File: config.mk
export PLATFORM = sky130hd
export DESIGN_NAME = lap_stopwatch
export DESIGN_NICKNAME = d
export VERILOG_FILES = /design/src/rtl/lap_stopwatch.sv
export SDC_FILE = /design/constraint.sdc
export NUM_CORES = 1
export LEC_CHECK = 0
export CAP_MARGIN = 20
export CORE_MARGIN = 3
export CORE_UTILIZATION = 55
export CTS_BUF_LIST = sky130_fd_sc_hd__clkbuf_8
export CTS_CLUSTER_DIAMETER = 150
export DETAILED_ROUTE_END_ITERATION = 16
export GPL_TIMING_DRIVEN = 0
export PLACE_DENSITY = 0.77
export SLEW_MARGIN = 20
export SYNTH_ARGS = -nofsm -noshare
export SYNTH_HDL_FRONTEND = slang
export SYNTH_SLANG_ARGS = --single-unit
File: constraint.sdc
create_clock -name clk -period 3.3 [get_ports clk]
set_input_delay 0.99 -clock clk [delete_from_list [all_inputs] [get_ports clk]]
set_output_delay 0.99 -clock clk [all_outputs]
set_load 0.05 [all_outputs]
File: src/rtl/lap_stopwatch.sv
// lap_stopwatch
// Stopwatch / countdown timer core with a DIGITS-wide BCD count, a selectable
// tick source (internal prescaler with speed scaling, or an external tick
// input), a lap snapshot hold, and up/down counting with wrap and zero alarm.
//
// Parameters
//   DIGITS     number of BCD digits (1..8)
//   TICK_DIV   clock cycles per base tick (>= 2)
//   SPEED_W    width of the speed input
//
// Ports
//   clk         system clock, rising edge
//   rst_n       asynchronous active-low reset
//   start       debounced level, rising edge starts/pauses counting
//   clear       debounced level, rising edge zeroes the count
//   lap         debounced level, rising edge toggles the lap hold
//   load        debounced level, rising edge loads load_value
//   dir         0 = count up, 1 = count down
//   tick_sel    0 = internal prescaler, 1 = ext_tick
//   ext_tick    debounced level, rising edge is one tick
//   speed       tick period = TICK_DIV*(speed+1) cycles
//   load_value  BCD preset, digit 0 in the LSBs
//   digits      displayed BCD value (live count or lap snapshot)
//   running     high while counting
//   expired     high after a down-count reached zero
//   lap_active  the lap snapshot is being displayed
//   alarm       one-cycle pulse when a down-count reaches zero
//   wrap        one-cycle pulse on up-count rollover from all 9s to 0
//   tick_out    one-cycle pulse per applied tick

module lap_stopwatch #(
    parameter int DIGITS   = 4,
    parameter int TICK_DIV = 50000,
    parameter int SPEED_W  = 5
) (
    input  logic                  clk,
    input  logic                  rst_n,
    input  logic                  start,
    input  logic                  clear,
    input  logic                  lap,
    input  logic                  load,
    input  logic                  dir,
    input  logic                  tick_sel,
    input  logic                  ext_tick,
    input  logic [SPEED_W-1:0]    speed,
    input  logic [4*DIGITS-1:0]   load_value,
    output logic [4*DIGITS-1:0]   digits,
    output logic                  running,
    output logic                  expired,
    output logic                  lap_active,
    output logic                  alarm,
    output logic                  wrap,
    output logic                  tick_out
);

    localparam int CW = 4 * DIGITS;
    localparam int CYC_W = $clog2(TICK_DIV);
    localparam logic [CYC_W-1:0] CYC_LAST = CYC_W'(TICK_DIV - 1);

    typedef enum logic [1:0] {
        STOPPED = 2'd0,
        RUNNING = 2'd1,
        EXPIRED = 2'd2
    } state_t;

    // BCD increment with ripple carry; all 9s rolls over to all 0s.
    function automatic logic [CW-1:0] bcd_inc(input logic [CW-1:0] v);
        logic [CW-1:0] r;
        logic          carry;
        r     = v;
        carry = 1'b1;
        for (int i = 0; i < DIGITS; i++) begin
            if (carry) begin
                if (v[4*i +: 4] >= 4'd9) begin
                    r[4*i +: 4] = 4'd0;
                end else begin
                    r[4*i +: 4] = v[4*i +: 4] + 4'd1;
                    carry       = 1'b0;
                end
            end
        end
        return r;
    endfunction

    // BCD decrement with ripple borrow; zero rolls under to all 9s.
    function automatic logic [CW-1:0] bcd_dec(input logic [CW-1:0] v);
        logic [CW-1:0] r;
        logic          borrow;
        r      = v;
        borrow = 1'b1;
        for (int i = 0; i < DIGITS; i++) begin
            if (borrow) begin
                if (v[4*i +: 4] == 4'd0) begin
                    r[4*i +: 4] = 4'd9;
                end else begin
                    r[4*i +: 4] = v[4*i +: 4] - 4'd1;
                    borrow      = 1'b0;
                end
            end
        end
        return r;
    endfunction

    // Clamp any non-decimal preset digit to 9.
    function automatic logic [CW-1:0] bcd_sat(input logic [CW-1:0] v);
        logic [CW-1:0] r;
        r = v;
        for (int i = 0; i < DIGITS; i++) begin
            if (v[4*i +: 4] > 4'd9) begin
                r[4*i +: 4] = 4'd9;
            end
        end
        return r;
    endfunction

    function automatic logic [CW-1:0] all_nines();
        logic [CW-1:0] r;
        r = '0;
        for (int i = 0; i < DIGITS; i++) begin
            r[4*i +: 4] = 4'd9;
        end
        return r;
    endfunction

    localparam logic [CW-1:0] NINES = all_nines();

    state_t              state, state_n;
    logic [CW-1:0]       count, count_n;
    logic [CW-1:0]       lap_reg, lap_reg_n;
    logic                lap_active_n;
    logic [CYC_W-1:0]    cyc_cnt, cyc_n;
    logic [SPEED_W-1:0]  spd_cnt, spd_n;
    logic                tick_sel_q;
    logic                tick, alarm_n, wrap_n;

    logic start_q, clear_q, lap_q, load_q, ext_q;
    logic start_rise, clear_rise, lap_rise, load_rise, ext_rise;
    logic start_ok, load_ok;

    assign start_rise = start    & ~start_q;
    assign clear_rise = clear    & ~clear_q;
    assign lap_rise   = lap      & ~lap_q;
    assign load_rise  = load     & ~load_q;
    assign ext_rise   = ext_tick & ~ext_q;

    // A start press that would begin a down-count from zero is not accepted,
    // and a load press while running is not accepted; neither then blocks a
    // lower-priority edge in the same cycle.
    assign start_ok = start_rise && !(state == STOPPED && dir && count == '0);
    assign load_ok  = load_rise && (state != RUNNING);

    // Previous-level registers for edge detection. They come out of reset
    // high so that a button already held down during reset does not fire.
    always_ff @(posedge clk or negedge rst_n) begin
        if (!rst_n) begin
            start_q    <= 1'b1;
            clear_q    <= 1'b1;
            lap_q      <= 1'b1;
            load_q     <= 1'b1;
            ext_q      <= 1'b1;
            tick_sel_q <= 1'b0;
        end else begin
            start_q    <= start;
            clear_q    <= clear;
            lap_q      <= lap;
            load_q     <= load;
            ext_q      <= ext_tick;
            tick_sel_q <= tick_sel;
        end
    end

    // State register for the control FSM.
    always_ff @(posedge clk or negedge rst_n) begin
        if (!rst_n) begin
            state <= STOPPED;
        end else begin
            state <= state_n;
        end
    end

    // Next-state logic. Tick generation and the count update are worked out
    // first, then the button edges are applied in priority order
    // clear > load > start > lap, each overriding what came before it.
    // Pausing discards a tick landing in the same cycle and leaves the
    // prescaler phase where it was so a resume continues from it.
    always_comb begin
        state_n      = state;
        count_n      = count;
        lap_reg_n    = lap_reg;
        lap_active_n = lap_active;
        cyc_n        = cyc_cnt;
        spd_n        = spd_cnt;
        tick         = 1'b0;
        alarm_n      = 1'b0;
        wrap_n       = 1'b0;

        if (state == RUNNING) begin
            if (tick_sel) begin
                tick = ext_rise;
            end else if (cyc_cnt == CYC_LAST) begin
                cyc_n = '0;
                if (spd_cnt >= speed) begin
                    tick  = 1'b1;
                    spd_n = '0;
                end else begin
                    spd_n = spd_cnt + SPEED_W'(1);
                end
            end else begin
                cyc_n = cyc_cnt + CYC_W'(1);
            end
            if (tick_sel != tick_sel_q) begin
                cyc_n = '0;
                spd_n = '0;
            end
        end

        if (tick) begin
            if (dir) begin
                count_n = bcd_dec(count);
                if (count_n == '0) begin
                    alarm_n = 1'b1;
                    state_n = EXPIRED;
                end
            end else begin
                count_n = bcd_inc(count);
                wrap_n  = (count == NINES);
            end
        end

        if (clear_rise) begin
            count_n      = '0;
            cyc_n        = '0;
            spd_n        = '0;
            lap_active_n = 1'b0;
            state_n      = STOPPED;
            tick         = 1'b0;
            alarm_n      = 1'b0;
            wrap_n       = 1'b0;
        end else if (load_ok) begin
            count_n = bcd_sat(load_value);
            state_n = STOPPED;
        end else if (start_ok) begin
            case (state)
                STOPPED: begin
                    state_n = RUNNING;
                    cyc_n   = '0;
                    spd_n   = '0;
                end
                RUNNING: begin
                    state_n = STOPPED;
                    count_n = count;
                    cyc_n   = cyc_cnt;
                    spd_n   = spd_cnt;
                    tick    = 1'b0;
                    alarm_n = 1'b0;
                    wrap_n  = 1'b0;
                end
                EXPIRED: begin
                    state_n = STOPPED;
                end
                default: begin
                    state_n = STOPPED;
                end
            endcase
        end else if (lap_rise) begin
            if (lap_active) begin
                lap_active_n = 1'b0;
            end else if (state == RUNNING) begin
                lap_active_n = 1'b1;
                lap_reg_n    = count;
            end
        end
    end

    // Datapath and registered outputs. The displayed value is chosen from
    // the next-cycle lap/count values so it changes on the same edge as the
    // event that caused it.
    always_ff @(posedge clk or negedge rst_n) begin
        if (!rst_n) begin
            count      <= '0;
            lap_reg    <= '0;
            lap_active <= 1'b0;
            cyc_cnt    <= '0;
            spd_cnt    <= '0;
            digits     <= '0;
            running    <= 1'b0;
            expired    <= 1'b0;
            alarm      <= 1'b0;
            wrap       <= 1'b0;
            tick_out   <= 1'b0;
        end else begin
            count      <= count_n;
            lap_reg    <= lap_reg_n;
            lap_active <= lap_active_n;
            cyc_cnt    <= cyc_n;
            spd_cnt    <= spd_n;
            digits     <= lap_active_n ? lap_reg_n : count_n;
            running    <= (state_n == RUNNING);
            expired    <= (state_n == EXPIRED);
            alarm      <= alarm_n;
            wrap       <= wrap_n;
            tick_out   <= tick;
        end
    end

endmodule
==> flow_summary_export.csv, run 1 <==
group,metric,value,unit
pwr,power.switching_fraction,36.8,%
sta,skew,15.8,ps
sta,min_period_over_period,98.6,%
pwr,powerDensity,451,nW/um2
pwr,pwr-share-comb,33.2,%
yosys,synth_commonest_cells,"78 x dfrtp_1, 65 x nand2_1, 43 x nor2_1, 41 x o21ai_0",
critical_path,crit_path_max_incr_delay,450,ps
min_path,hold_end,"lap_reg[1]",
global_route,grt_max_degree,49,
clocking,cts_sinks,83,
yosys,ys_ff_latch,83,
clocking,cts_tree,"done",
placed_design,dpl_cell_area,6320,um2
critical_path,required,3510,ps
sta,worst_slew_pin_slew,1030,ps
clocking,clk_latency,380,ps
min_path,hold_start,"lap_reg[1]",
route,vias,5748,
clocking,clock_path_buffers,2,
critical_path,crit_slowest_cell,"clkdlybuf4s50_1",
final_layout,fill_cells,785,
critical_path,r2r_start,"count[1]",
clocking,tritoncts.num_buffers,9,
sta,setup_violations,0,
route,wl_per_cell,21.8,um
pwr,ir_drop,0.305,mV
pwr,netSwitchingPower,1110,uW
job,max_cap_viol_count,0,
clocking,cts_root_buffer,"clkbuf_8",
route,ant_nets,0,
pwr,p_leak,0.00285,uW
yosys,synth_edf_count,0,
critical_path,crit_top_cell,"a211oi_2",
yosys,synth_cells,644,
floorplan,core-area,9860,um2
yosys,async_flop_share,100,%
critical_path,cp-end-kind,"flip-flop",
yosys,synth-seq-area-share,37.0,%
route,first_pass_iters,5,
floorplan,die_w,107,um
yosys,synth.most_common_cell,"dfrtp_1",
placed_design,place.port_buffers,51,
route,drt-initial-drc-count,561,
sta,final.min_clock_period,3260,ps
yosys,synthesis.area,5620,um2
route,viasPerCell,6.75,
sta,max_freq,0.307,GHz
pwr,clockPowerShare,26.6,%
final_layout,diodes,0,
placed_design,gp_congestion,0.939,
sta,hold_viol,0,
yosys,yosys_most_used_dff,"dfrtp_1",
global_route,antenna_found_initial,0,
sta,grt_setup_unrepaired,"false",
global_route,grt_pass1_wl,28.9,mm
final_layout,multi_input_area,3310,um2
critical_path,crit_chain,"clkdlybuf4s50_1, inv_1, ha_1, a211oi_2, o21ai_1, a211oi_2, or3_4, buf_6, mux2i_1, a21oi_1",
min_path,hold_path_class,"flip-flop to flip-flop",
final_layout,regArea,2080,um2
placed_design,dpl.hpwl,13.3,mm
critical_path,ff2ff_setup_slack,100,ps
pwr,seq_power_share,40.2,%
critical_path,critPathKind,"input port to flip-flop",
global_route,grt.total_usage,32.7,%
final_layout,syn_to_final_growth,18.6,%
yosys,synth_top_area_share,34.7,%
floorplan,dieHeight,107,um
critical_path,r2r_cells,11,
sta,drv_slew,0,
floorplan,fp-row-count,36,
clocking,ctsHtreeMaxLevel,3,
critical_path,startpoint_type,"input port",
floorplan,io_pins,52,
min_path,hold_depth,2,
floorplan,die_area,11500,um2
run_status,status,"completed",
yosys,yosysTopAreaCell,"dfrtp_1",
pwr,internal_power,1900,uW
sta,finalHoldWorstSlack,484,ps
critical_path,path_max_fanout,10,
critical_path,reg2reg_to,"digits[3]",
critical_path,cp.arrival,3460,ps
clocking,path_clk_slew,80,ps
yosys,ys_types,79,
final_layout,final_area,6670,um2
final_layout,postLayoutCoreUtil,67.6,%
pwr,finalPower,3010,uW
yosys,syn-mean-instance-area,8.73,um2
route,totalWireLength,18.6,mm
final_layout,final_nets,768,
sta,slew_headroom,31.0,%
route,drc,0,
global_route,overflow,0,
yosys,yosysWarnings,0,
yosys,netlist_top_cells_area,"dfrtp_1 35%, ha_1 5.3%, nand2_1 4.3%",
yosys,synth_nets,698,
floorplan,start_util,57.0,%
final_layout,drive_gt1_share,12.1,%
global_route,grt_pass1_vias,5411,
cell families (layout without fill, tap and decap cells):
family                     count (synthesis)  after routing  share of synthesized area (%)
DFF                                       83             83                           37.0
AOI/OAI and AO/OA                        204            204                           24.6
xor gates and xnor gates                   2              2                          0.312
buffers and inverters                     71            146                           5.36
adders and majority gates                 24             24                           5.34
and+or+nand+nor                          247            247                           24.9
muxes                                     13             13                           2.45
per-layer routing:
layer,wire (um),GRT usage [%],up-vias
met5,0,0,-
met4,403,10.7,0
met3,1870,8.31,41
met2,8310,48.9,342
met1,8030,46.4,2807
li1,-,-,2558
power by group through the flow:
stage               Sequential, uW  Clock [uW]  Combinational, uW
finish                        1210         799                997
global route                  1220         858               1060
CTS                           1200         813                960
detailed placement            1220           0                938
global placement              1220           0                923
floorplan                     1320           0                514
worst max-delay path: cells and delay by family:
kind,cells,cell delay (ps)
fa+ha+maj,1,310
buf+inv,3,650
simple gates,1,260
mux,1,300
compound gates,4,940
how the worst max path moves through the flow:
stage | to | from | cells after the start
6_report | count[6] | speed[2] | 10
5_1_grt | count[6] | speed[2] | 10
4_1_cts | digits[7] | tick_sel | 8
3_5_place_dp | digits[7] | speed[2] | 10
3_3_place_gp | cyc_cnt[8] | rst_n | 1
2_1_floorplan | digits[8] | speed[2] | 9
timing repair:
item / in CTS / in global routing
setup endpoints to repair: 45 / 47
resized for setup: 13 / 16
buffers inserted: 1 / 6
pin swaps: 1 / 5
hold buffers: 0 / 0
hold endpoints to repair: 0 / 0
gates cloned: 0 / 0
placed cells by master (no fill, tap or decap), types with 22 or more instances in the layout:
cell type and instances:
a31oi_1 33, nand2_1 65, o21ai_0 39, nor2_1 43, dfrtp_1 77, inv_1 29
clkbuf_1 27, a21oi_1 33, clkdlybuf4s50_1 49, nand3_1 22, ha_1 23
per-stage QoR:
| step | TNS, ps | std cells | setup WS (ps) |
|---|---|---|---|
| 4_1_cts | -4.94 | 846 | -4.94 |
| 5_1_grt | 0 | 852 | 27.9 |
| 3_5_place_dp | -23640 | 829 | -756 |
| 6_report | 0 | 852 | 44.8 |
| 3_3_place_gp | -156490 | 828 | -1700 |
| 2_1_floorplan | 0 | 644 | 287 |
final cells by class:
class | count | area share [%]
Multi-Input combinational cell | 490 | 49.6
Buffer | 39 | 2.87
Clock buffer | 12 | 2.48
Timing Repair Buffer | 59 | 8.75
Inverter | 32 | 1.82
Sequential cell | 83 | 31.3
Tap cell | 133 | 2.50
Clock inverter | 4 | 0.713
(Power assumes the default switching activity.)
==> run 2, diff against run 1 <==
Settings changed: ABC_AREA from default to 1, SKIP_CTS_REPAIR_TIMING from default to 1.
==> flow_summary_export.csv, run 2 <==
group,metric,value,unit
yosys,netlist_top_cells_area,"dfrtp_1 36%, nand2_1 15%, nand3_1 6.3%",
yosys,ys_ff_latch,83,
pwr,ir_drop,0.311,mV
critical_path,path_buf_inv,4,
yosys,yosysWarnings,0,
route,wl_per_cell,16.2,um
critical_path,startpoint,"load",
sta,hold_viol,0,
global_route,overflow,0,
pwr,power.switching_fraction,38.7,%
critical_path,crit_path_max_incr_delay,480,ps
final_layout,syn_to_final_growth,16.9,%
route,drt-initial-drc-count,303,
yosys,ys_types,45,
sta,setup_violations,0,
placed_design,dp.cells,924,
pwr,pwr-share-comb,35.4,%
route,first_pass_iters,5,
critical_path,r2r_start,"count[8]",
floorplan,core-area,9420,um2
critical_path,cp-end-kind,"flip-flop",
final_layout,fin_cells,940,
sta,min_period_over_period,86.5,%
critical_path,crit_chain,"clkdlybuf4s50_1, inv_1, nor3_4, inv_2, clkbuf_1, o21ai_0, a21oi_2, nand2_1, nand2_1",
floorplan,die_area,11100,um2
yosys,synth_cells,743,
run_status,status,"completed",
final_layout,drive_gt1_share,9.49,%
yosys,synth_commonest_cells,"220 x nand2_1, 78 x dfrtp_1, 72 x inv_1, 68 x nand3_1, 49 x o21ai_0",
placed_design,dpl.hpwl,11.3,mm
pwr,clockPowerShare,25.5,%
global_route,grt_pass1_vias,5190,
critical_path,startpoint_type,"input port",
placed_design,gp_congestion,0.959,
clocking,path_clk_slew,90,ps
min_path,hold_path_class,"flip-flop to flip-flop",
route,totalWireLength,15.2,mm
final_layout,final_nets,860,
clocking,clk_latency,360,ps
pwr,finalPower,3210,uW
pwr,netSwitchingPower,1240,uW
clocking,tritoncts.num_buffers,9,
yosys,synthesis.area,5410,um2
pwr,seq_power_share,39.0,%
yosys,yosysTopAreaCell,"dfrtp_1",
route,ant_nets,0,
min_path,hold_start,"lap_reg[9]",
final_layout,postLayoutCoreUtil,67.1,%
global_route,grt.total_usage,28.4,%
critical_path,crit_slowest_cell,"clkdlybuf4s50_1",
sta,max_freq,0.350,GHz
sta,slew_headroom,49.1,%
yosys,synth_nets,797,
pwr,internal_power,1970,uW
sta,final.setup.worst_slack,446,ps
route,viasPerCell,5.54,
sta,grt_setup_unrepaired,"false",
clocking,cts_root_buffer,"clkbuf_8",
placed_design,place.port_buffers,51,
floorplan,fp-row-count,35,
yosys,yosys_most_used_dff,"dfrtp_1",
final_layout,diodes,0,
yosys,synth_top_area_share,36.1,%
critical_path,required,3550,ps
final_layout,mostFrequentLayoutCells,"220 x nand2_1, 78 x dfrtp_1, 73 x inv_1",
global_route,grt_pass1_wl,25.4,mm
floorplan,start_util,57.4,%
route,vias,5207,
sta,worst_slew_pin_slew,761,ps
clocking,clock_path_buffers,2,
yosys,async_flop_share,100,%
floorplan,io_pins,52,
floorplan,dieHeight,105,um
global_route,antenna_found_initial,0,
yosys,syn-mean-instance-area,7.27,um2
pwr,powerDensity,508,nW/um2
clocking,cts_tree,"done",
critical_path,crit_family,"buffers and inverters",
pwr,p_leak,0.00309,uW
job,max_cap_viol_count,0,
placed_design,pre_cts_slack,99.2,ps
yosys,synth-seq-area-share,38.5,%
route,drc,0,
global_route,grt_max_degree,61,
floorplan,die_w,105,um
yosys,synth.most_common_cell,"nand2_1",
critical_path,path_max_fanout,10,
critical_path,critPathKind,"input port to flip-flop",
clocking,cts_sinks,83,
critical_path,crit_top_cell,"nand2_1",
critical_path,cp.arrival,3110,ps
final_layout,layout_commonest_cell,"nand2_1",
sta,skew,12.2,ps
yosys,synth_edf_count,0,
sta,final.min_clock_period,2850,ps
clocking,ctsHtreeMaxLevel,3,
sta,drv_slew,0,
==> run 2: cell count changes after synthesis, moves of 12 or more <==
cell,previous run,this run
nand2_1,65,220
nand3_1,22,68
inv_1,31,72
a31oi_1,33,1
clkbuf_1,30,8
o21ai_1,1,18
inv_2,0,15
xor2_1,0,12
==> run 2: final timing paths <==
kind,endpoint,cells past startpoint,slack [ps]
min in group asynchronous,spd_cnt[1],1,530
max in group asynchronous,load_q,2,2140
max reg2reg,cyc_cnt[12],10,730
min reg2reg,lap_reg[9],2,510
min,lap_reg[9],2,510
max,digits[11],9,450
==> run 2: final cells by class <==
| cell class | count | area (um2) |
|---|---|---|
| fill | 854 | 3100 |
| tap | 129 | 161 |
| sequential | 83 | 2080 |
| timing repair buffer | 52 | 536 |
| inverter | 89 | 334 |
| buffer | 23 | 138 |
| clock inverter | 7 | 93.8 |
| multi-input combinational | 548 | 2850 |
| clock buffer | 9 | 124 |
==> run 2: per-stage QoR <==
step           hold WS [ps]  cell area [um2]  TNS, ps
2_1_floorplan           462             5410        0
3_3_place_gp            482             6080  -132630
3_5_place_dp            485             6100        0
4_1_cts                 507             6320        0
5_1_grt                 528             6320        0
6_report                508             6320        0
==> run 2: routing by layer <==
metal	global-route usage, %	vias up	wire length [um]
li1	-	2547	-
met1	36.1	2450	6400
met2	49.0	185	7680
met3	4.69	25	850
met4	9.65	0	272
met5	0	-	0
==> run 2: worst reg2reg max path: stages (launching register included) <==
cell     delay [ps]
dfrtp_1         520
inv_1           180
ha_1            260
nand3_2         140
nor2_2           70
nand3_4         100
nand2_8          90
o31ai_1         590
nor2_2          120
nand2_1         250
o22ai_1         110
==> run 2: logic make-up (layout without fill, tap and decap cells) <==
family / Yosys count / in the layout / synth area share [%]
simple gates: 388 / 388 / 32.5
compound gates: 122 / 122 / 12.4
buf+inv: 112 / 180 / 8.73
flops: 83 / 83 / 38.5
fa+ha+maj: 24 / 24 / 5.56
xor+xnor: 13 / 13 / 2.11
mux: 1 / 1 / 0.185
==> run 2: power by group through the flow <==
stage | Sequential, uW | Clock (uW) | Combinational (uW)
finish | 1250 | 821 | 1140
global route | 1270 | 860 | 1270
CTS | 1250 | 832 | 1130
detailed placement | 1270 | 0 | 1130
global placement | 1270 | 0 | 1100
floorplan | 1390 | 0 | 664
